File: config.mk
export PLATFORM = sky130hd
export DESIGN_NAME = mem_stage
export DESIGN_NICKNAME = d
export VERILOG_FILES = /design/src/rtl/wisc_pkg.sv /design/src/rtl/dff_16bit.sv /design/src/rtl/mem_stage.sv
export SDC_FILE = /design/constraint.sdc
export NUM_CORES = 1
export LEC_CHECK = 0
export BUFFER_PORTS_ARGS = -buffer_cell sky130_fd_sc_hd__clkbuf_2
export CAP_MARGIN = 30
export CORE_MARGIN = 2
export CORE_UTILIZATION = 45
export CTS_CLUSTER_DIAMETER = 200
export DETAILED_ROUTE_END_ITERATION = 8
export PLACE_DENSITY_LB_ADDON = 0.3
export SLEW_MARGIN = 10
export SYNTH_ARGS = -nofsm -noshare
export SYNTH_HDL_FRONTEND = slang
export SYNTH_HIERARCHICAL = 1
export SYNTH_SLANG_ARGS = --single-unit
File: constraint.sdc
create_clock -name clk -period 2.7 [get_ports clk]
set_clock_uncertainty 0.2 [all_clocks]
set_input_delay 0.135 -clock clk [delete_from_list [all_inputs] [get_ports clk]]
set_output_delay 0.135 -clock clk [all_outputs]
set_load 0.005 [all_outputs]
File: src/rtl/wisc_pkg.sv
// Shared definitions for the WISC pipeline memory stage.
// State encoding, timeout default and access qualification.
package wisc_pkg;

  localparam logic [1:0] IDLE = 2'd0;
  localparam logic [1:0] WAIT = 2'd1;
  localparam logic [1:0] DONE = 2'd2;

  localparam int TIMEOUT_DEF = 255;

  function automatic logic is_access(
    input logic v,
    input logic rd,
    input logic wr,
    input logic a0,
    input logic e
  );
    return v & (rd ^ wr) & ~a0 & ~e;
  endfunction

endpackage

File: src/rtl/dff_16bit.sv
// 16-bit register with write enable.
// Synchronous active-low reset.
module dff_16bit (
  input  logic        clk,
  input  logic        rst,
  input  logic        wen,
  input  logic [15:0] d,
  output logic [15:0] q
);

  always_ff @(posedge clk) begin
    if (!rst)
      q <= '0;
    else if (wen)
      q <= d;
  end

endmodule

File: src/rtl/mem_stage.sv
// MEM pipeline stage: issues loads/stores, stalls on misses,
// times out stuck accesses and latches a sticky error flag.
module mem_stage
  import wisc_pkg::*;
#(
  parameter int TIMEOUT = TIMEOUT_DEF
) (
  input  logic        clk,
  input  logic        rst,
  input  logic        req_valid,
  input  logic        mem_read,
  input  logic        mem_write,
  input  logic [15:0] addr,
  input  logic [15:0] wdata,
  output logic        mem_en,
  output logic        mem_wr,
  output logic [15:0] mem_addr,
  output logic [15:0] mem_wdata,
  input  logic [15:0] mem_rdata,
  input  logic        mem_done,
  input  logic        mem_busy,
  output logic        stall,
  output logic [15:0] read_data,
  output logic        err
);

  localparam logic [7:0] TMO = 8'(TIMEOUT);

  logic [1:0] state, state_nx;
  logic [7:0] cnt, cnt_nx;
  logic       err_nx;
  logic       cap;
  logic       access;
  logic       bad;
  logic       hit;

  assign mem_addr  = addr;
  assign mem_wdata = wdata;

  assign access = is_access(req_valid, mem_read, mem_write,
                            addr[0], err);
  assign bad = req_valid & ~err
             & ((mem_read & mem_write)
             | ((mem_read ^ mem_write) & addr[0]));
  assign hit = access & ~mem_busy & mem_done;

  always_comb begin
    state_nx = state;
    cnt_nx   = cnt;
    err_nx   = err;
    cap      = 1'b0;
    mem_en   = 1'b0;
    mem_wr   = 1'b0;
    stall    = 1'b0;
    unique case (state)
      IDLE: begin
        mem_en = access;
        mem_wr = access & mem_write;
        stall  = access & ~hit;
        cap    = hit & mem_read;
        if (bad)
          err_nx = 1'b1;
        if (access & ~mem_busy & ~mem_done) begin
          state_nx = WAIT;
          cnt_nx   = '0;
        end
      end
      WAIT: begin
        stall  = 1'b1;
        cnt_nx = cnt + 8'd1;
        if (mem_done) begin
          cap      = mem_read;
          state_nx = DONE;
        end else if (cnt + 8'd1 == TMO) begin
          // give up: release the pipeline and poison the stage
          err_nx   = 1'b1;
          stall    = 1'b0;
          state_nx = IDLE;
        end
      end
      DONE: state_nx = IDLE;
      default: state_nx = IDLE;
    endcase
    if (!rst) begin
      mem_en = 1'b0;
      mem_wr = 1'b0;
      stall  = 1'b0;
      cap    = 1'b0;
    end
  end

  always_ff @(posedge clk) begin
    if (!rst) begin
      state <= IDLE;
      cnt   <= '0;
      err   <= 1'b0;
    end else begin
      state <= state_nx;
      cnt   <= cnt_nx;
      err   <= err_nx;
    end
  end

  dff_16bit u_rd (
    .clk (clk),
    .rst (rst),
    .wen (cap),
    .d   (mem_rdata),
    .q   (read_data)
  );

endmodule
==> results by group, run 1 <==
Outcome
  • Status: finished, final reports clean

Yosys
  • Post-synth cell types: 40
  • Synth Warn #: 6
  • Synth Register Bits: 27
  • Post-Syn Instances: 176
  • Syn_nets: 234
  • Asr flop ratio synth: 0
  • Register area share after synthesis: 0.3423
  • Top_reg_cell synth: dfxtp_1
  • Post-synth EDFFs: 0
  • Avg Inst Size Synth: 8.972 um2
  • Cell Area, Synth: 1579 um2

Power and ir drop
  • Internal: 506.9 uW
  • Leakage: 0.0007105 uW
  • PwrDens: 370.0 nW/um2
  • Gate power share: 0.121
  • Clk pwr share: 0.268
  • Switching power: 156.1 uW
  • Seq pwr share: 0.611
  • Peak supply drop: 0.0001666 V
  • Switch share: 0.2355

Route
  • Uppermost layer routed: met4
  • Met3 wire length: 300 um
  • Met2 wire length: 1615 um
  • Total wire length: 3388 um
  • # DRC: 0
  • Wirelength per Cell: 13.44 um
  • Drt first pass iters: 4
  • DR vias/cell: 5.163
  • Antenna Nets Post-Route: 0
  • Vias: 1301
  • Iteration-0 DRC Markers: 54
  • M1 wire length: 1359 um

Placed design
  • HPWL Detailed: 2443 um
  • Routability cong.: 0.8150
  • DP Cell Count: 231
  • Post-DP Area: 1592 um2
  • PortBufs: 44

STA
  • Least-Margin Pin Slew: 389.0 ps
  • RSZ-0062 raised after global routing: false
  • Hold Vio Cnt, Final: 0
  • Tmin final: 2271 ps
  • TNS Setup: 0 ps
  • Pins over their slew limit: 0
  • Worst slew margin: 0.7406
  • Max Fclk: 440.4 MHz
  • Final Setup Violations: 0
  • Final period util: 0.8410

Global routing
  • Total grt overflow: 0
  • First-pass GRT wire length: 5720 um
  • Global Route Usage Sum: 0.1706
  • Vias in the first global route: 1300
  • Antenna violations before repair: 0
  • Largest net degree at the start of global routing: 33

Floorplanning
  • Row cnt: 21
  • Die footprint: 3999 um2
  • Ports: 107
  • Die Ht: 63.24 um
  • Initial Util: 0.4695
  • Die Width: 63.24 um
  • Core Box Area: 3363 um2

Cells and area
  • Layout cells sized above 1: 0.2670
  • Nets: 265
  • Diodes inserted: 0
  • Fin area: 1792 um2
  • Finished Layout Cells: 252
  • Final cell utilization of the core: 0.5327
  • Area Overhead vs Synth: 13.47%

CTS
  • CTS tree: yes
  • Worst skew pair latency: 320 ps
  • TritonCTS buffer count: 3
  • Worst-path clk slew: 150 ps
  • H-tree Lvls: 1
  • CTS sink cnt: 27
  • Root buffer cell: clkbuf_4
  • CTS resizes: 0
  • Longest Clk Path Bufs: 2

Job
  • Max-cap viol count: 0

Worst setup path
  • Critical path data arrival time: 1940 ps
  • WS Path Type: register to primary output
  • Capturing element type of the critical path: primary output
  • Setup crit start kind: register
  • WP data required: 2370 ps
  • CP Max Fanout: 7

Worst hold path
  • Hold Path Class: input pin to register
[critical path, cell delays in order (launching register included)]
cell and delay [ps]:
dfxtp_1 470, ha_1 300, nand3_1 160, xor2_1 180, a211oi_2 280, o211ai_1 120
clkbuf_2 120
[stage by stage]
stage               setup WS [ps]  total power (uW)  hold WS [ps]
floorplan                    1023             480.5         63.17
global placement            825.2             472.1         70.03
detailed placement          732.1             474.0         70.03
CTS                         426.6             670.3         5.077
global route                275.9             700.4         12.23
finish                      429.3             663.0         10.32
[worst paths after layout]
path,startpoint,endpoint,slack [ps],depth (start not counted)
setup / recovery,cnt[0]$_SDFFE_PN0P_,stall,430,6
hold / removal,mem_busy,state[0]$_SDFFE_PN0P_,10,4
setup reg to reg,state[0]$_SDFFE_PN0P_,u_rd/q[12]$_SDFFE_PN0P_,840,5
hold reg to reg,cnt[7]$_SDFFE_PN0P_,cnt[7]$_SDFFE_PN0P_,290,1
[what timing repair did]
action	4_1_cts	5_1_grt
hold buffers	17	0
endpoints found under the hold margin	18	0
setup buffers	0	0
[placed cells by master (no fill, tap or decap), drive strengths merged, types with 2 or more instances in the layout]
cell type	count
clkbuf	47
nand2	8
nand3	4
ha	3
a31oi	5
dfxtp	27
nor3	3
o211ai	2
buf	3
mux2i	16
nor2	3
dlygate4sd3	17
a21oi	8
nand2b	3
or3	2
nor2b	20
inv	4
o21ai	12
[synth_stat cells (3+ instances only)]
library cell | instances | share of area
nor3_1 | 3 | 0.0095
buf_4 | 32 | 0.15
nor2_1 | 3 | 0.0071
nor2b_1 | 20 | 0.079
nand3_1 | 3 | 0.0095
clkbuf_1 | 3 | 0.0071
mux2i_1 | 16 | 0.10
nand2_1 | 8 | 0.019
a21oi_1 | 7 | 0.022
inv_1 | 4 | 0.0095
ha_1 | 3 | 0.024
dfxtp_1 | 27 | 0.34
a31oi_1 | 5 | 0.020
nand2b_1 | 3 | 0.012
o21ai_0 | 12 | 0.038
[power by group through the flow]
stage / sequential [uW] / combinational (uW) / clock (uW)
finish: 405 / 79.9 / 178
global route: 406 / 86.7 / 207
CTS: 406 / 79.6 / 185
detailed placement: 414 / 60.0 / 0
global placement: 414 / 58.2 / 0
floorplan: 413 / 67.2 / 0
[logic make-up after synthesis]
family,synth area share
XOR/XNOR,0.005548
buffers and inverters,0.1918
adder cells (fa/ha/maj),0.02377
multiplexers,0.1014
flip-flops,0.3423
AND/OR/NAND/NOR,0.1894
AO/OA/AOI/OAI,0.1458
[area by class of cell]
class / count / area (um2)
fillers: 329 / 1572
multi-input cells: 107 / 735.7
flip-flops and latches: 27 / 540.5
repair buffers: 64 / 412.9
well taps: 46 / 57.56
clock buffers: 3 / 22.52
inverters: 4 / 15.01
clock inverters: 1 / 7.507
[state kept, by name, summed over array words and instances, names as in the netlist]
register,flops
state,2
err,1
cnt,8
u_rd/q,16
[routing by layer]
layer  GRT usage  vias up
met1      0.1849      587
met3     0.04821       24
met2      0.3138       49
li1            -      641
met5           0        -
met4     0.06250        0
(Power assumes the default switching activity.)
==> run 2: changes to the inputs <==
--- a/config.mk
+++ b/config.mk
@@ -5,10 +5,11 @@
 export SDC_FILE = /design/constraint.sdc
 export NUM_CORES = 1
 export LEC_CHECK = 0
+export ABC_AREA = 1
 export BUFFER_PORTS_ARGS = -buffer_cell sky130_fd_sc_hd__clkbuf_2
 export CAP_MARGIN = 30
 export CORE_MARGIN = 2
-export CORE_UTILIZATION = 45
+export CORE_UTILIZATION = 42
 export CTS_CLUSTER_DIAMETER = 200
 export DETAILED_ROUTE_END_ITERATION = 8
 export PLACE_DENSITY_LB_ADDON = 0.3
==> constraint.sdc (replaced) <==
create_clock -name clk -period 2.3 [get_ports clk]
set_clock_uncertainty 0.2 [all_clocks]
set_input_delay 0.115 -clock clk [delete_from_list [all_inputs] [get_ports clk]]
set_output_delay 0.115 -clock clk [all_outputs]
set_load 0.005 [all_outputs]
==> run 2 against run 1 <==
- non-clock buffer count increased by 12
- first-iteration DRC count rose by 1.9%
- die area is 9.9% higher
- clock power up 55%
- design area up 12%
- worst hold slack lost 5.3 ps
- core utilization rose by 1.2 points
- combinational power up 45%
- register-to-register slack worse by 680 ps
==> results by group, run 2 <==
STA
  • Max Fclk: 466.5 MHz
  • TNS Setup: 0 ps
  • Worst slew margin: 0.7143
  • Tmin final: 2144 ps
  • Final setup margin: 156.5 ps
  • RSZ-0062 raised after global routing: false
  • Least-Margin Pin Slew: 428.0 ps
  • Worst hold slack: 4.987 ps
  • Final Setup Violations: 0
  • Final period util: 0.9320
  • Pins over their slew limit: 0
  • Hold Vio Cnt, Final: 0

CTS
  • H-tree Lvls: 1
  • CTS tree: yes
  • Worst skew pair latency: 270 ps
  • Root buffer cell: clkbuf_8
  • CTS sink cnt: 27
  • TritonCTS buffer count: 3
  • Worst-path clk slew: 100 ps
  • Longest Clk Path Bufs: 2

Power and ir drop
  • Peak supply drop: 0.0002416 V
  • PwrDens: 431.3 nW/um2
  • Leakage: 0.0009567 uW

Placed design
  • HPWL Detailed: 2232 um
  • Routability cong.: 0.8251
  • PortBufs: 44
  • Post-Place Worst Slack: 439.6 ps

Floorplanning
  • Core Box Area: 3689 um2
  • Row cnt: 22
  • Die Ht: 66.28 um
  • Initial Util: 0.4417
  • Die footprint: 4393 um2
  • Die Width: 66.28 um
  • Ports: 107

Global routing
  • Largest net degree at the start of global routing: 33
  • Antenna violations before repair: 0
  • Vias in the first global route: 1376
  • Total grt overflow: 0
  • First-pass GRT wire length: 5699 um
  • Global Route Usage Sum: 0.1643

Worst setup path
  • WS Path Type: register to register
  • R2r worst-path depth: 10
  • R2R Setup Slk: 160 ps
  • WP data required: 2280 ps
  • Stages on worst setup path: 10
  • Setup crit start kind: register
  • Critical path data arrival time: 2120 ps
  • Crit path largest cell delay: 550 ps
  • Buf/Inv on CP: 3
  • CP Max Fanout: 8
  • Slowest-stage cell, CP: dlygate4sd3_1
  • Capturing element type of the critical path: register
  • Delay-heaviest family, CP: buffers and inverters
  • CP Cell Sequence: inv_1, nand4_1, nor2_1, nand2_2, a21oi_4, buf_12, nand2_1, nand2_1, dlygate4sd3_1, nor2_1

Yosys
  • Top cell type's share of synthesized area: 0.3318
  • Synth area leader: dfxtp_1
  • Synth Warn #: 6
  • Syn_nets: 307
  • Count leader, synth: nand2_1
  • Post-Syn Instances: 249
  • Top area cells in the synthesized netlist: dfxtp_1 (33%), nand2_1 (15%), buf_4 (15%)
  • Top_reg_cell synth: dfxtp_1
  • Register area share after synthesis: 0.3318
  • Post-synth top cells: nand2_1 (67), nor2_1 (40), inv_1 (34)
  • Synth Register Bits: 27
  • Cell Area, Synth: 1629 um2
  • Asr flop ratio synth: 0
  • Post-synth cell types: 22
  • Avg Inst Size Synth: 6.542 um2
  • Post-synth EDFFs: 0

Route
  • Total wire length: 3553 um
  • # DRC: 0
  • Iteration-0 DRC Markers: 55
  • Drt first pass iters: 4
  • DR vias/cell: 4.490
  • Vias: 1522
  • Antenna Nets Post-Route: 0
  • Wirelength per Cell: 10.48 um

Outcome
  • Status: finished, final reports clean

Cells and area
  • Diodes inserted: 0
  • Layout cells sized above 1: 0.2337
  • Flip-flop count of the largest register after layout: 16
  • Most frequent cells in the layout: nand2_1 (66), clkbuf_2 (44), nor2_1 (40)
  • Most common cell after layout, fill and taps aside: nand2_1
  • Biggest register: u_rd/q
  • Area Overhead vs Synth: 23.43%
  • Nets: 350
  • Largest regs: u_rd/q x16, cnt x8, state x2

Worst hold path
  • Hold Path Class: input pin to register
  • Worst Hold Path Cells: 5

Job
  • Max-cap viol count: 0
run 2: cell count changes in the layout (fill, tap and decap cells not counted), moves of 11 or more:
cell     before  now
nand2_1       8   66
nor2_1        3   40
inv_1         4   34
nor2b_1      20    0
mux2i_1      16    0
o21ai_0      12    1
run 2: per-layer routing:
layer	vias up	GRT usage	wire length, um
met1	655	0.1988	1473
li1	804	-	-
met3	12	0.01874	199
met2	51	0.2763	1773
met4	0	0.09949	108
met5	-	0	0
run 2: final timing paths:
kind	startpoint	endpoint
max	err$_SDFFE_PN0P_	u_rd/q[10]$_SDFFE_PN0P_
max reg2reg	err$_SDFFE_PN0P_	u_rd/q[10]$_SDFFE_PN0P_
min reg2reg	u_rd/q[11]$_SDFFE_PN0P_	u_rd/q[11]$_SDFFE_PN0P_
min	req_valid	err$_SDFFE_PN0P_
run 2: tightest hold or removal path, stage by stage:
cell and delay (ps):
clkbuf_2 90, nand3b_1 70, a21oi_1 50, nand2_1 70, a21oi_2 40
run 2: cells by family after synthesis:
family,count (synthesis),share of synthesized area
adders and majority gates,3,0.02304
AOI/OAI and AO/OA,18,0.06298
and+or+nand+nor,129,0.3257
DFF,27,0.3318
buffers and inverters,72,0.2565
run 2: what timing repair did:
item,CTS,global route
endpoints found under the hold margin,18,0
resized for setup,0,6
hold buffers,23,0
setup buffers,0,5
endpoints found under the setup margin,0,4
run 2: where the power goes:
part / internal, uW / switching (uW)
combinational: 64.6 / 51.3
clock: 123 / 153
sequential: 472 / 2.90
total: 660 / 207
run 2: layout make-up:
class | count | area, um2
fill | 382 | 1678
timing repair buffer | 76 | 548.0
clock inverter | 1 | 7.507
clock buffer | 3 | 41.29
sequential | 27 | 541.8
tap | 48 | 60.06
multi-input combinational | 150 | 684.4
inverter | 34 | 127.6
run 2: metrics by stage:
step	instances	utilization	area [um2]	power, uW
after floorplan	249	-	1629	574.7
after global placement	306	0.4461	1645	565.1
after detailed placement	306	0.4461	1645	565.6
after CTS	333	0.5217	1924	870.7
after global routing	339	0.5451	2011	916.5
final	339	0.5451	2011	867.1
